**src/rtl/alu_seq_pkg.sv**
```systemverilog
// Shared definitions for the ALU command-issue stage: opcodes, FSM states,
// the legality check and the width of one queued command record.
package alu_seq_pkg;

  localparam int ALU_W = 8;
  // One queued command: {op, a, b, acc_flag}
  localparam int CMD_W = 4 + 2 * ALU_W + 1;

  localparam logic [3:0] OP_ADD = 4'b0000;
  localparam logic [3:0] OP_SUB = 4'b0001;
  localparam logic [3:0] OP_INC = 4'b0010;
  localparam logic [3:0] OP_DEC = 4'b0011;
  localparam logic [3:0] OP_CMP = 4'b0100;
  localparam logic [3:0] OP_SHR = 4'b0101;
  localparam logic [3:0] OP_SHL = 4'b0110;
  localparam logic [3:0] OP_REV = 4'b0111;
  localparam logic [3:0] OP_AND = 4'b1000;
  localparam logic [3:0] OP_OR  = 4'b1010;
  localparam logic [3:0] OP_XOR = 4'b1100;
  localparam logic [3:0] OP_NOT = 4'b1110;

  typedef enum logic [1:0] {
    IDLE   = 2'd0,
    EXEC   = 2'd1,
    RESULT = 2'd2
  } state_e;

  function automatic logic is_legal_op(input logic [3:0] op);
    case (op)
      OP_ADD, OP_SUB, OP_INC, OP_DEC, OP_CMP, OP_SHR,
      OP_SHL, OP_REV, OP_AND, OP_OR, OP_XOR, OP_NOT: return 1'b1;
      default:                                       return 1'b0;
    endcase
  endfunction

endpackage

```
**src/rtl/alu_cmd_fifo.sv**
```systemverilog
// Synchronous command FIFO with full/empty flags. Read data is the entry at
// the read pointer (show-ahead), so a pop consumes what rdata_o shows now.
module alu_cmd_fifo #(
  parameter int DEPTH = 4,
  parameter int WIDTH = 21
) (
  input  logic             clk,
  input  logic             rst,
  input  logic             push_i,
  input  logic             pop_i,
  input  logic [WIDTH-1:0] wdata_i,
  output logic [WIDTH-1:0] rdata_o,
  output logic             full_o,
  output logic             empty_o
);
  localparam int AW = $clog2(DEPTH);

  logic [WIDTH-1:0] mem_q [DEPTH];
  logic [AW-1:0]    wr_ptr_q;
  logic [AW-1:0]    rd_ptr_q;
  logic [AW:0]      count_q;
  logic             push_ok;
  logic             pop_ok;

  assign full_o  = (count_q == (AW + 1)'(DEPTH));
  assign empty_o = (count_q == '0);
  assign push_ok = push_i && !full_o;
  assign pop_ok  = pop_i && !empty_o;
  assign rdata_o = mem_q[rd_ptr_q];

  // Storage write; entries only become visible through count_q.
  // NOTE: the data array has no reset -- empty/full come from count_q, so
  // stale contents are never observed and the array can map to plain RAM.
  always_ff @(posedge clk) begin
    if (push_ok) mem_q[wr_ptr_q] <= wdata_i;
  end

  // Pointers wrap modulo DEPTH (power of two); count tracks occupancy.
  // NOTE: sequential state uses non-blocking assignments so every register
  // samples pre-edge values regardless of statement or block order.
  always_ff @(posedge clk or posedge rst) begin
    if (rst) begin
      wr_ptr_q <= '0;
      rd_ptr_q <= '0;
      count_q  <= '0;
    end else begin
      if (push_ok) wr_ptr_q <= wr_ptr_q + AW'(1);
      if (pop_ok)  rd_ptr_q <= rd_ptr_q + AW'(1);
      case ({push_ok, pop_ok})
        2'b10:   count_q <= count_q + (AW + 1)'(1);
        2'b01:   count_q <= count_q - (AW + 1)'(1);
        default: count_q <= count_q;
      endcase
    end
  end

endmodule

```
**src/rtl/alu_op_sequencer.sv**
```systemverilog
// Command-issue stage in front of the 8-bit ALU: queues commands, drives
// registered operands/select, captures the ALU result one cycle later and
// keeps an accumulator that can replace operand A for chained operations.
module alu_op_sequencer
  import alu_seq_pkg::*;
#(
  parameter int DEPTH = 4,
  parameter int W     = ALU_W  // must equal ALU_W for the current ALU
) (
  input  logic         clk,
  input  logic         rst,
  input  logic         cmd_valid,
  output logic         cmd_ready,
  input  logic [3:0]   cmd_op,
  input  logic [W-1:0] cmd_a,
  input  logic [W-1:0] cmd_b,
  input  logic         cmd_acc,
  input  logic         acc_clr,
  output logic [W-1:0] alu_a,
  output logic [W-1:0] alu_b,
  output logic [3:0]   alu_sel,
  input  logic [W-1:0] alu_out,
  input  logic         alu_cout,
  output logic         res_valid,
  input  logic         res_ready,
  output logic [W-1:0] res_data,
  output logic         res_cout,
  output logic         res_err,
  output logic [W-1:0] acc,
  output logic         busy
);

  state_e           state_q, state_d;
  logic [W-1:0]     alu_a_q, alu_a_d;
  logic [W-1:0]     alu_b_q, alu_b_d;
  logic [3:0]       alu_sel_q, alu_sel_d;
  logic [W-1:0]     res_data_q, res_data_d;
  logic             res_cout_q, res_cout_d;
  logic             res_err_q, res_err_d;
  logic [W-1:0]     acc_q, acc_d;

  logic             fifo_push;
  logic             fifo_pop;
  logic             fifo_full;
  logic             fifo_empty;
  logic [CMD_W-1:0] fifo_rdata;
  logic [3:0]       rd_op;
  logic [W-1:0]     rd_a;
  logic [W-1:0]     rd_b;
  logic             rd_acc;

  // Ready is forced low while reset is held, even though the FIFO is empty.
  assign cmd_ready = !fifo_full && !rst;
  assign fifo_push = cmd_valid && cmd_ready;
  assign {rd_op, rd_a, rd_b, rd_acc} = fifo_rdata;

  alu_cmd_fifo #(
    .DEPTH (DEPTH),
    .WIDTH (CMD_W)
  ) u_fifo (
    .clk     (clk),
    .rst     (rst),
    .push_i  (fifo_push),
    .pop_i   (fifo_pop),
    .wdata_i ({cmd_op, cmd_a, cmd_b, cmd_acc}),
    .rdata_o (fifo_rdata),
    .full_o  (fifo_full),
    .empty_o (fifo_empty)
  );

  // Next-state, pop/issue and result-capture logic.
  // NOTE: every signal written here gets a default first, so no path leaves
  // a variable unassigned and no latch is inferred.
  always_comb begin
    state_d    = state_q;
    fifo_pop   = 1'b0;
    alu_a_d    = alu_a_q;
    alu_b_d    = alu_b_q;
    alu_sel_d  = alu_sel_q;
    res_data_d = res_data_q;
    res_cout_d = res_cout_q;
    res_err_d  = res_err_q;
    acc_d      = acc_q;

    case (state_q)
      IDLE: begin
        if (!fifo_empty) begin
          fifo_pop  = 1'b1;
          alu_a_d   = rd_acc ? acc_q : rd_a;
          alu_b_d   = rd_b;
          alu_sel_d = rd_op;
          state_d   = EXEC;
        end
      end
      EXEC: begin
        state_d = RESULT;
        if (!is_legal_op(alu_sel_q)) begin
          res_data_d = '0;
          res_cout_d = 1'b0;
          res_err_d  = 1'b1;
        end else begin
          res_cout_d = alu_cout;
          res_err_d  = 1'b0;
          // Compare only defines the low three flag bits.
          res_data_d = (alu_sel_q == OP_CMP) ? {{(W - 3){1'b0}}, alu_out[2:0]}
                                             : alu_out;
          acc_d      = res_data_d;
        end
      end
      RESULT: begin
        if (res_ready) begin
          if (!fifo_empty) begin
            // acc_q already holds the result captured on entry to RESULT.
            fifo_pop  = 1'b1;
            alu_a_d   = rd_acc ? acc_q : rd_a;
            alu_b_d   = rd_b;
            alu_sel_d = rd_op;
            state_d   = EXEC;
          end else begin
            state_d = IDLE;
          end
        end
      end
      default: state_d = IDLE;
    endcase

    // Clear takes priority over a coinciding capture.
    if (acc_clr) acc_d = '0;
  end

  // State, operand, result and accumulator registers.
  always_ff @(posedge clk or posedge rst) begin
    if (rst) begin
      state_q    <= IDLE;
      alu_a_q    <= '0;
      alu_b_q    <= '0;
      alu_sel_q  <= '0;
      res_data_q <= '0;
      res_cout_q <= 1'b0;
      res_err_q  <= 1'b0;
      acc_q      <= '0;
    end else begin
      state_q    <= state_d;
      alu_a_q    <= alu_a_d;
      alu_b_q    <= alu_b_d;
      alu_sel_q  <= alu_sel_d;
      res_data_q <= res_data_d;
      res_cout_q <= res_cout_d;
      res_err_q  <= res_err_d;
      acc_q      <= acc_d;
    end
  end

  assign alu_a     = alu_a_q;
  assign alu_b     = alu_b_q;
  assign alu_sel   = alu_sel_q;
  assign res_valid = (state_q == RESULT);
  assign res_data  = res_data_q;
  assign res_cout  = res_cout_q;
  assign res_err   = res_err_q;
  assign acc       = acc_q;
  assign busy      = (state_q != IDLE) || !fifo_empty;

endmodule

```
**config.mk**
```make
export PLATFORM = sky130hd
export DESIGN_NAME = alu_op_sequencer
export DESIGN_NICKNAME = d
export VERILOG_FILES = /design/src/rtl/alu_seq_pkg.sv /design/src/rtl/alu_cmd_fifo.sv /design/src/rtl/alu_op_sequencer.sv
export SDC_FILE = /design/constraint.sdc
export NUM_CORES = 1
export LEC_CHECK = 0
export BUFFER_PORTS_ARGS = -buffer_cell sky130_fd_sc_hd__buf_2
export CORE_MARGIN = 2
export CORE_UTILIZATION = 27
export CTS_CLUSTER_DIAMETER = 40
export DETAILED_ROUTE_END_ITERATION = 16
export GPL_ROUTABILITY_DRIVEN = 0
export GPL_TIMING_DRIVEN = 0
export PLACE_DENSITY = 0.42
export SETUP_SLACK_MARGIN = 0.2
export SLEW_MARGIN = 10
export SYNTH_ARGS = -nofsm -noshare
export SYNTH_HDL_FRONTEND = slang
export SYNTH_SLANG_ARGS = --single-unit
```
**constraint.sdc**
```tcl
create_clock -name clk -period 2.81 [get_ports clk]
set_input_delay 0 -clock clk [delete_from_list [all_inputs] [get_ports clk]]
set_output_delay 0 -clock clk [all_outputs]
set_load 0.01 [all_outputs]
```
==> results of run 1 <==
[where the power goes]
group	switching, µW	leakage, µW	internal [µW]
clock network	845	0.000276	1310
logic	1180	0.00110	1210
registers	266	0.00134	2520
total	2290	0.00272	5040
[cell usage after synthesis, drive strengths merged, types with 4 or more instances]
| cell type | n | area share |
|---|---|---|
| a21oi | 9 | 0.0087 |
| inv | 8 | 0.0058 |
| nand2 | 18 | 0.013 |
| mux4 | 21 | 0.094 |
| ha | 5 | 0.012 |
| nand4 | 5 | 0.0061 |
| mux2 | 29 | 0.075 |
| xor2 | 4 | 0.0068 |
| buf | 8 | 0.011 |
| and2 | 5 | 0.0061 |
| clkbuf | 5 | 0.0036 |
| edfxtp | 84 | 0.49 |
| o21ai | 9 | 0.0087 |
| dfrtp | 47 | 0.23 |
| nor2 | 6 | 0.0044 |
[flip-flops by register name (all words and copies together), names as in the netlist]
name	cells
u_fifo.rd_ptr_q	2
res_cout	1
u_fifo.count_q	3
u_fifo.mem_q	84
u_fifo.wr_ptr_q	2
state_q	2
res_err	1
alu_b	8
res_data	8
acc	8
alu_a	8
alu_sel	4
[layer usage]
layer,GRT usage,wire (µm)
met5,0,0
met3,0.0448,547
met2,0.193,5390
met1,0.161,5470
met4,0.0469,97
[final cells by class]
class                   instances  area (µm²)
fillers                      1732       11900
well taps                     234         293
plain buffers                  13        77.6
inverters                       8        30.0
clock inverters                15         153
flip-flops and latches        131        3700
repair buffers                110         746
clock buffers                  17         425
multi-input cells             130        1370
[logic make-up after synthesis]
kind of cell | after synthesis | synth area share
flops | 131 | 0.716
mux | 51 | 0.171
simple gates | 47 | 0.0451
buf+inv | 21 | 0.0204
compound gates | 20 | 0.0216
xor+xnor | 6 | 0.0102
fa+ha+maj | 6 | 0.0160
[path summary, 6_finish.rpt]
kind                                  start                  to  cells after the start
min in group clk                   cmd_b[2]  u_fifo.mem_q[2][3]                      2
max in group asynchronous               rst         res_data[1]                      4
worst min-delay path                    rst   u_fifo.count_q[2]                      3
worst max register to register   state_q[1]   u_fifo.count_q[2]                      9
worst min register to register  res_data[4]         res_data[4]                      2
worst max-delay path             state_q[1]   u_fifo.count_q[2]                      9
[repair_timing]
| item | in CTS | in global routing |
|---|---|---|
| hold endpoints to repair | 121 | 0 |
| setup endpoints to repair | 1 | 2 |
| hold buffers | 34 | 0 |
| resized for setup | 1 | 2 |
[stage by stage]
| step | utilization | setup WS (ns) | area (µm²) | total power [µW] |
|---|---|---|---|---|
| 6_report | 0.363 | 0.418 | 6800 | 7330 |
| 5_1_grt | 0.363 | 0.222 | 6800 | 7780 |
| 4_1_cts | 0.363 | 0.231 | 6780 | 7450 |
| 3_5_place_dp | 0.313 | 0.110 | 5860 | 5210 |
| 3_3_place_gp | 0.312 | 0.0941 | 5830 | 5160 |
| 2_1_floorplan | - | 0.581 | 5160 | 4410 |
[worst max-delay path, cell delays in order (launching register included)]
cell and delay, ns:
dfrtp_1 0.42, nor2b_1 0.19, nor3_2 0.31, buf_4 0.32
ha_1 0.22, inv_1 0.06, fa_1 0.38, xor2_1 0.15
nor2_1 0.12, xor2_1 0.15
==> results.tsv, run 1 <==
metric	value	unit
max_freq	418	MHz
die_h	142	µm
port-buffer-count	74	
cts_buffers	17	
layout_commonest_cell	edfxtp_1	
rows	50	
drv_slew	0	
clk_path_buf_depth	2	
worst_slew_pin_slew	0.737	ns
antenna_found_initial	0	
cp-start-kind	flip-flop	
grt_pass1_vias	3096	
finalSetupViolCount	0	
io_pins	76	
avgSynthCellArea	18.3	µm²
async_flop_share	0.359	
maxCapViolCount	0	
finalHoldViolations	0	
max_slew_margin	0.509	
yosys_warnings	0	
grt_use_total	0.125	
vias	2864	
powerDensity	1080	mW/mm²
ys_seq_area_frac	0.716	
crit_type	flip-flop to flip-flop	
synth_area	0.00516	mm²
avgRoutedWirePerCell	17.5	µm
rrSetupSlack	0.42	ns
cp.arrival	2.73	ns
fin_cells	658	
grt_max_degree	31	
coreArea	0.0187	mm²
synth-seq-cells	131	
drc_errors	0	
totalWireLength	11.5	mm
fin_crit	2.39	ns
critPathMaxFanout	10	
setup.worst_path.end_class	flip-flop	
clkSlewWorstSetupHoldPaths	0.06	ns
layout_common_cells	edfxtp_1, buf_2, dfrtp_1	
first_pass_iters	4	
insertedDiodeCount	0	
drive_gt1_frac	0.392	
timing.final.crit_share	0.851	
ir_drop	0.484	mV
syn_nets	323	
p_leak	0.00272	µW
rsz0062_at_grt	no	
syn_inst	282	
insertion_delay	0.41	ns
drt_iter0_markers	150	
placed_cells	592	
tns	0	ns
synthFlopType	edfxtp_1	
h-tree-depth	4	
final_antenna_net_count	0	
numClockSinks	131	
crit_required	3.15	ns
ys_types	33	
synth_edf_count	84	
grt_pass1_wl	18.1	mm
initial_core_util	0.276	
cts_setup_buffers	0	
status	completed	
overflow	0	
fin_skew	0.0109	ns
die-width	142	µm
dpl.hpwl	7.42	mm
viasPerCell	4.35	
root_buffer	clkbuf_16	
cts_tree	yes	
fin_nets	452	
area_delta_synth_final	31.6	%
worst_hold_slack	0.180	ns
dieArea	0.0202	mm²
min_path_type	primary input to asynchronous set/reset pin	
Power figures use the tool's default switching activity.
==> run 2, diff against run 1 <==
==> constraint.sdc (replaced) <==
create_clock -name clk -period 2.81 [get_ports clk]
set_input_delay 0.562 -clock clk [delete_from_list [all_inputs] [get_ports clk]]
set_output_delay 0.562 -clock clk [all_outputs]
set_load 0.01 [all_outputs]
==> run 2 against run 1 <==
  * Power decreased by 0.53%
  * Core utilization fell by 1.8 points
  * Die area stayed put
  * Clock skew about the same
  * Clock-buffer cell count is the same
  * Largest power group unchanged
  * Worst setup slack worse by 0.0080 ns
  * Sequential share of layout area increased by 2.9 points
  * Clock power barely moved
==> results.tsv, run 2 (synthesis results as in run 1) <==
metric	value	unit
viasPerCell	4.38	
status	completed	
drive_gt1_frac	0.426	
coreArea	0.0187	mm²
overflow	0	
powerDensity	1130	mW/mm²
p_seq_frac	0.382	
r2r-end	u_fifo.count_q[2]	
drc_errors	0	
dieArea	0.0202	mm²
placed_area	0.00586	mm²
ir_drop	0.484	mV
cp.arrival	2.74	ns
clkSlewWorstSetupHoldPaths	0.06	ns
drv_slew	0	
crit_required	3.15	ns
startpoint	state_q[1]	
finalHoldViolations	0	
grt_max_degree	31	
rsz0062_at_grt	no	
avgRoutedWirePerCell	18.2	µm
root_buffer	clkbuf_16	
numClockSinks	131	
antenna_found_initial	1	
worst_slew_pin_slew	0.743	ns
timing.rr.start	state_q[1]	
largest_register_ffs	84	
worst_hold_slack	0.193	ns
critPathMaxFanout	10	
rrSetupSlack	0.41	ns
min_path_type	primary input to asynchronous set/reset pin	
fin_nets	418	
fin_skew	0.0108	ns
drt_iter0_markers	165	
setup.worst_path.end_class	flip-flop	
clk_path_buf_depth	2	
insertion_delay	0.41	ns
fill_cells	1751	
r2r_cells	9	
max_freq	417	MHz
placed_cells	592	
rows	50	
dpl.hpwl	7.42	mm
crit_type	flip-flop to flip-flop	
h-tree-depth	4	
maxCapViolCount	0	
fin_cells	624	
layout_common_cells	edfxtp_1, buf_2, dfrtp_1	
largest_register	u_fifo.mem_q	
switching_share	0.313	
p_leak	0.00257	µW
max_slew_margin	0.505	
insertedDiodeCount	0	
vias	2736	
finalSetupViolCount	0	
comb_power_share	0.323	
grt_pass1_wl	17.7	mm
grt_pass1_vias	2937	
die_h	142	µm
grt_use_total	0.123	
cp-start-kind	flip-flop	
area_delta_synth_final	25.0	%
cts_tree	yes	
internal_power	5010	µW
die-width	142	µm
first_pass_iters	4	
fin_crit	2.40	ns
layout_commonest_cell	edfxtp_1	
io_pins	76	
initial_core_util	0.276	
port-buffer-count	74	
totalWireLength	11.4	mm
clockPowerShare	0.295	
timing.final.crit_share	0.854	
final_antenna_net_count	0	
cts_buffers	17	
switchingPower	2280	µW
fin_area	0.00646	mm²
[run 2: cell types whose count changed in the layout (fill, tap and decap cells not counted), sizes merged]
cell,change
dlygate4sd3,-34
[run 2: worst max-delay path by stage]
stage	end	slack (ns)	cells after the start
floorplan	u_fifo.count_q[2]	0.52	9
finish	u_fifo.count_q[2]	0.41	9
detailed placement	u_fifo.count_q[2]	-0.02	10
global placement	u_fifo.count_q[2]	-0.03	10
CTS	u_fifo.count_q[2]	0.23	9
global route	u_fifo.count_q[2]	0.22	9
[run 2: routing by layer]
metal  wire [µm]  up-vias  track usage
met2        5310       61        0.187
met4          99        2       0.0469
li1            -     1272            -
met3         588        8       0.0471
met1        5350     1393        0.160
met5           7        -            0
[run 2: repair_timing]
item,4_1_cts,5_1_grt
gates resized for setup,1,2
hold buffers,0,0
endpoints found under the setup margin,1,2
buffers inserted,0,0
cloned,0,0
[run 2: power groups by stage]
| stage | Sequential [µW] | Combinational, µW | Clock (µW) |
|---|---|---|---|
| 2_1_floorplan | 2860 | 1560 | 0 |
| 3_3_place_gp | 2810 | 2340 | 0 |
| 3_5_place_dp | 2820 | 2380 | 0 |
| 4_1_cts | 2790 | 2400 | 2220 |
| 5_1_grt | 2840 | 2590 | 2300 |
| 6_report | 2780 | 2350 | 2150 |
[run 2: layout make-up]
class	instances	area (µm²)	area share
multi-input cells	130	1370	0.213
inverters	8	30.0	0.00465
plain buffers	13	77.6	0.0120
flip-flops and latches	131	3700	0.573
clock inverters	15	153	0.0236
well taps	234	293	0.0453
repair buffers	76	405	0.0628
clock buffers	17	425	0.0659
[run 2: metrics by stage]
| step | worst slack, ns | utilization | total power [µW] | TNS (ns) |
|---|---|---|---|---|
| 2_1_floorplan | 0.519 | - | 4410 | 0 |
| 3_3_place_gp | -0.0346 | 0.312 | 5160 | -0.0346 |
| 3_5_place_dp | -0.0219 | 0.313 | 5210 | -0.0219 |
| 4_1_cts | 0.231 | 0.344 | 7410 | 0 |
| 5_1_grt | 0.222 | 0.345 | 7740 | 0 |
| 6_report | 0.410 | 0.345 | 7290 | 0 |
[run 2: critical path, cell delays in order (launching register included)]
cell     delay [ns]
dfrtp_1        0.42
nor2b_1        0.19
nor3_2         0.31
buf_4          0.33
ha_1           0.22
inv_1          0.06
fa_1           0.38
xor2_1         0.15
nor2_1         0.12
xor2_1         0.15
==> run 3, diff against run 2 <==
--- a/config.mk
+++ b/config.mk
@@ -5,7 +5,7 @@
 export SDC_FILE = /design/constraint.sdc
 export NUM_CORES = 1
 export LEC_CHECK = 0
-export BUFFER_PORTS_ARGS = -buffer_cell sky130_fd_sc_hd__buf_2
+export BUFFER_PORTS_ARGS = -buffer_cell sky130_fd_sc_hd__buf_4
 export CORE_MARGIN = 2
 export CORE_UTILIZATION = 27
 export CTS_CLUSTER_DIAMETER = 40
==> run 3 against run 2 <==
  * Critical path depth did not move
  * Worst setup slack got worse by 0.023 ns
  * Cell count did not move
  * Global-route usage barely moved
  * Core utilization rose by 1.1 points
  * Sequential power barely moved
  * Via count rose by 0.77%
  * Non-clock buffer count did not move
  * Largest cell class unchanged
  * Clock skew fell by 0.0017 ns
==> results.tsv, run 3 (synthesis results as in run 1) <==
metric	value	unit
status	completed	
critical_path.slowest_cell	nor3_1	
crit_type	flip-flop to flip-flop	
port-buffer-count	74	
root_buffer	clkbuf_16	
cts_setup_buffers	0	
power	7510	µW
io_pins	76	
grt_pass1_wl	17.9	mm
finalSetupViolCount	0	
cp_cell_sequence	nor3_1 > nor3_2 > buf_4 > ha_1 > inv_1 > fa_1 > xor2_1 > nor2_1 > xor2_1	
totalWireLength	11.5	mm
die-width	142	µm
largest_register_ffs	84	
largest_register	u_fifo.mem_q	
die_h	142	µm
dieArea	0.0202	mm²
critPathMaxFanout	10	
rsz0062_at_grt	no	
cp_common_cell	xor2_1	
setup.worst_path.end_class	flip-flop	
p_leak	0.00263	µW
cp.arrival	2.71	ns
vias	2757	
numClockSinks	131	
insertedDiodeCount	0	
layout_common_cells	edfxtp_1, buf_4, dfrtp_1	
tns	0	ns
coreArea	0.0187	mm²
fin_nets	418	
initial_core_util	0.276	
cpPeakStageDelay	0.60	ns
grt_use_total	0.123	
clk_path_buf_depth	2	
powerDensity	1130	mW/mm²
worst_hold_slack	0.189	ns
avgRoutedWirePerCell	18.4	µm
first_pass_iters	4	
grt_pass1_vias	2970	
crit_buf_inv	2	
area_delta_synth_final	29.2	%
grt_max_degree	31	
max_slew_margin	0.534	
timing.final.crit_share	0.862	
drc_errors	0	
crit_required	3.10	ns
viasPerCell	4.42	
layout_commonest_cell	edfxtp_1	
finalHoldViolations	0	
max_freq	413	MHz
overflow	0	
clkSlewWorstSetupHoldPaths	0.06	ns
drive_gt1_frac	0.426	
cts_buffers	17	
antenna_found_initial	0	
rows	50	
critPathTopFamily	simple AND/OR/NAND/NOR gates	
worst_slew_pin_slew	0.693	ns
cp-start-kind	flip-flop	
insertion_delay	0.41	ns
dpl.hpwl	7.60	mm
fin_area	0.00667	mm²
ir_drop	0.538	mV
drv_slew	0	
final_antenna_net_count	0	
min_path_type	primary input to asynchronous set/reset pin	
fin_crit	2.42	ns
drt_iter0_markers	157	
maxCapViolCount	0	
cts_tree	yes	
placed_area	0.00606	mm²
h-tree-depth	4	
fin_skew	0.00913	ns
[run 3: changes by cell type in the layout (fill, tap and decap cells not counted), moves of 2 or more]
cell        delta
buf_4         +74
inv_6          -4
clkinv_2       +2
buf_2         -74
clkinvlp_4     +2
[run 3: layout make-up]
type / instances / area (µm²)
inverters: 8 / 30.0
flip-flops and latches: 131 / 3700
fillers: 1771 / 12000
repair buffers: 76 / 603
clock buffers: 18 / 439
clock inverters: 14 / 160
well taps: 234 / 293
plain buffers: 13 / 77.6
multi-input cells: 130 / 1370
[run 3: layer usage]
metal  track usage  share of wire  wire [µm]  vias to the layer above
li1              -              -          -                     1268
met1         0.165           0.46       5270                     1414
met2         0.188           0.48       5510                       73
met3        0.0431          0.057        649                        2
met4        0.0406         0.0039         45                        0
met5             0              0          0                        -
[run 3: per-stage QoR]
step           utilization  cells  setup WS [ns]
2_1_floorplan            -    282          0.519
3_3_place_gp         0.321    590       -0.00659
3_5_place_dp         0.324    592        -0.0102
4_1_cts              0.356    624          0.219
5_1_grt              0.357    624          0.204
6_report             0.357    624          0.387
[run 3: worst register-to-register path, cell delays in order, from the launching register on]
cell,delay [ns]
dfrtp_1,0.42
nor3_1,0.61
nor3_2,0.18
buf_4,0.25
ha_1,0.24
inv_1,0.07
fa_1,0.17
xor2_1,0.15
nor2_1,0.07
xor2_1,0.14
[run 3: path summary, 6_finish.rpt]
kind | to | start | cells after the start | slack, ns
worst min register to register | res_data[0] | res_data[0] | 2 | 0.48
worst max-delay path | u_fifo.count_q[2] | u_fifo.count_q[2] | 9 | 0.39
max in group asynchronous | alu_a[7] | rst | 3 | 2.09
worst max register to register | u_fifo.count_q[2] | u_fifo.count_q[2] | 9 | 0.39
worst min-delay path | alu_b[3] | rst | 2 | 0.19
min in group clk | u_fifo.mem_q[2][3] | cmd_b[2] | 1 | 0.35
[run 3: where the power goes]
part           leakage, µW  total, µW  switching (µW)  internal [µW]
logic              0.00101       2480            1150           1320
registers          0.00134       2800             282           2520
clock network     0.000282       2230             824           1410
total              0.00263       7510            2260           5250
[run 3: what timing repair did]
item / 4_1_cts / 5_1_grt
gates resized for setup: 1 / 1
hold endpoints to repair: 0 / 0
hold buffers: 0 / 0
setup endpoints to repair: 1 / 1
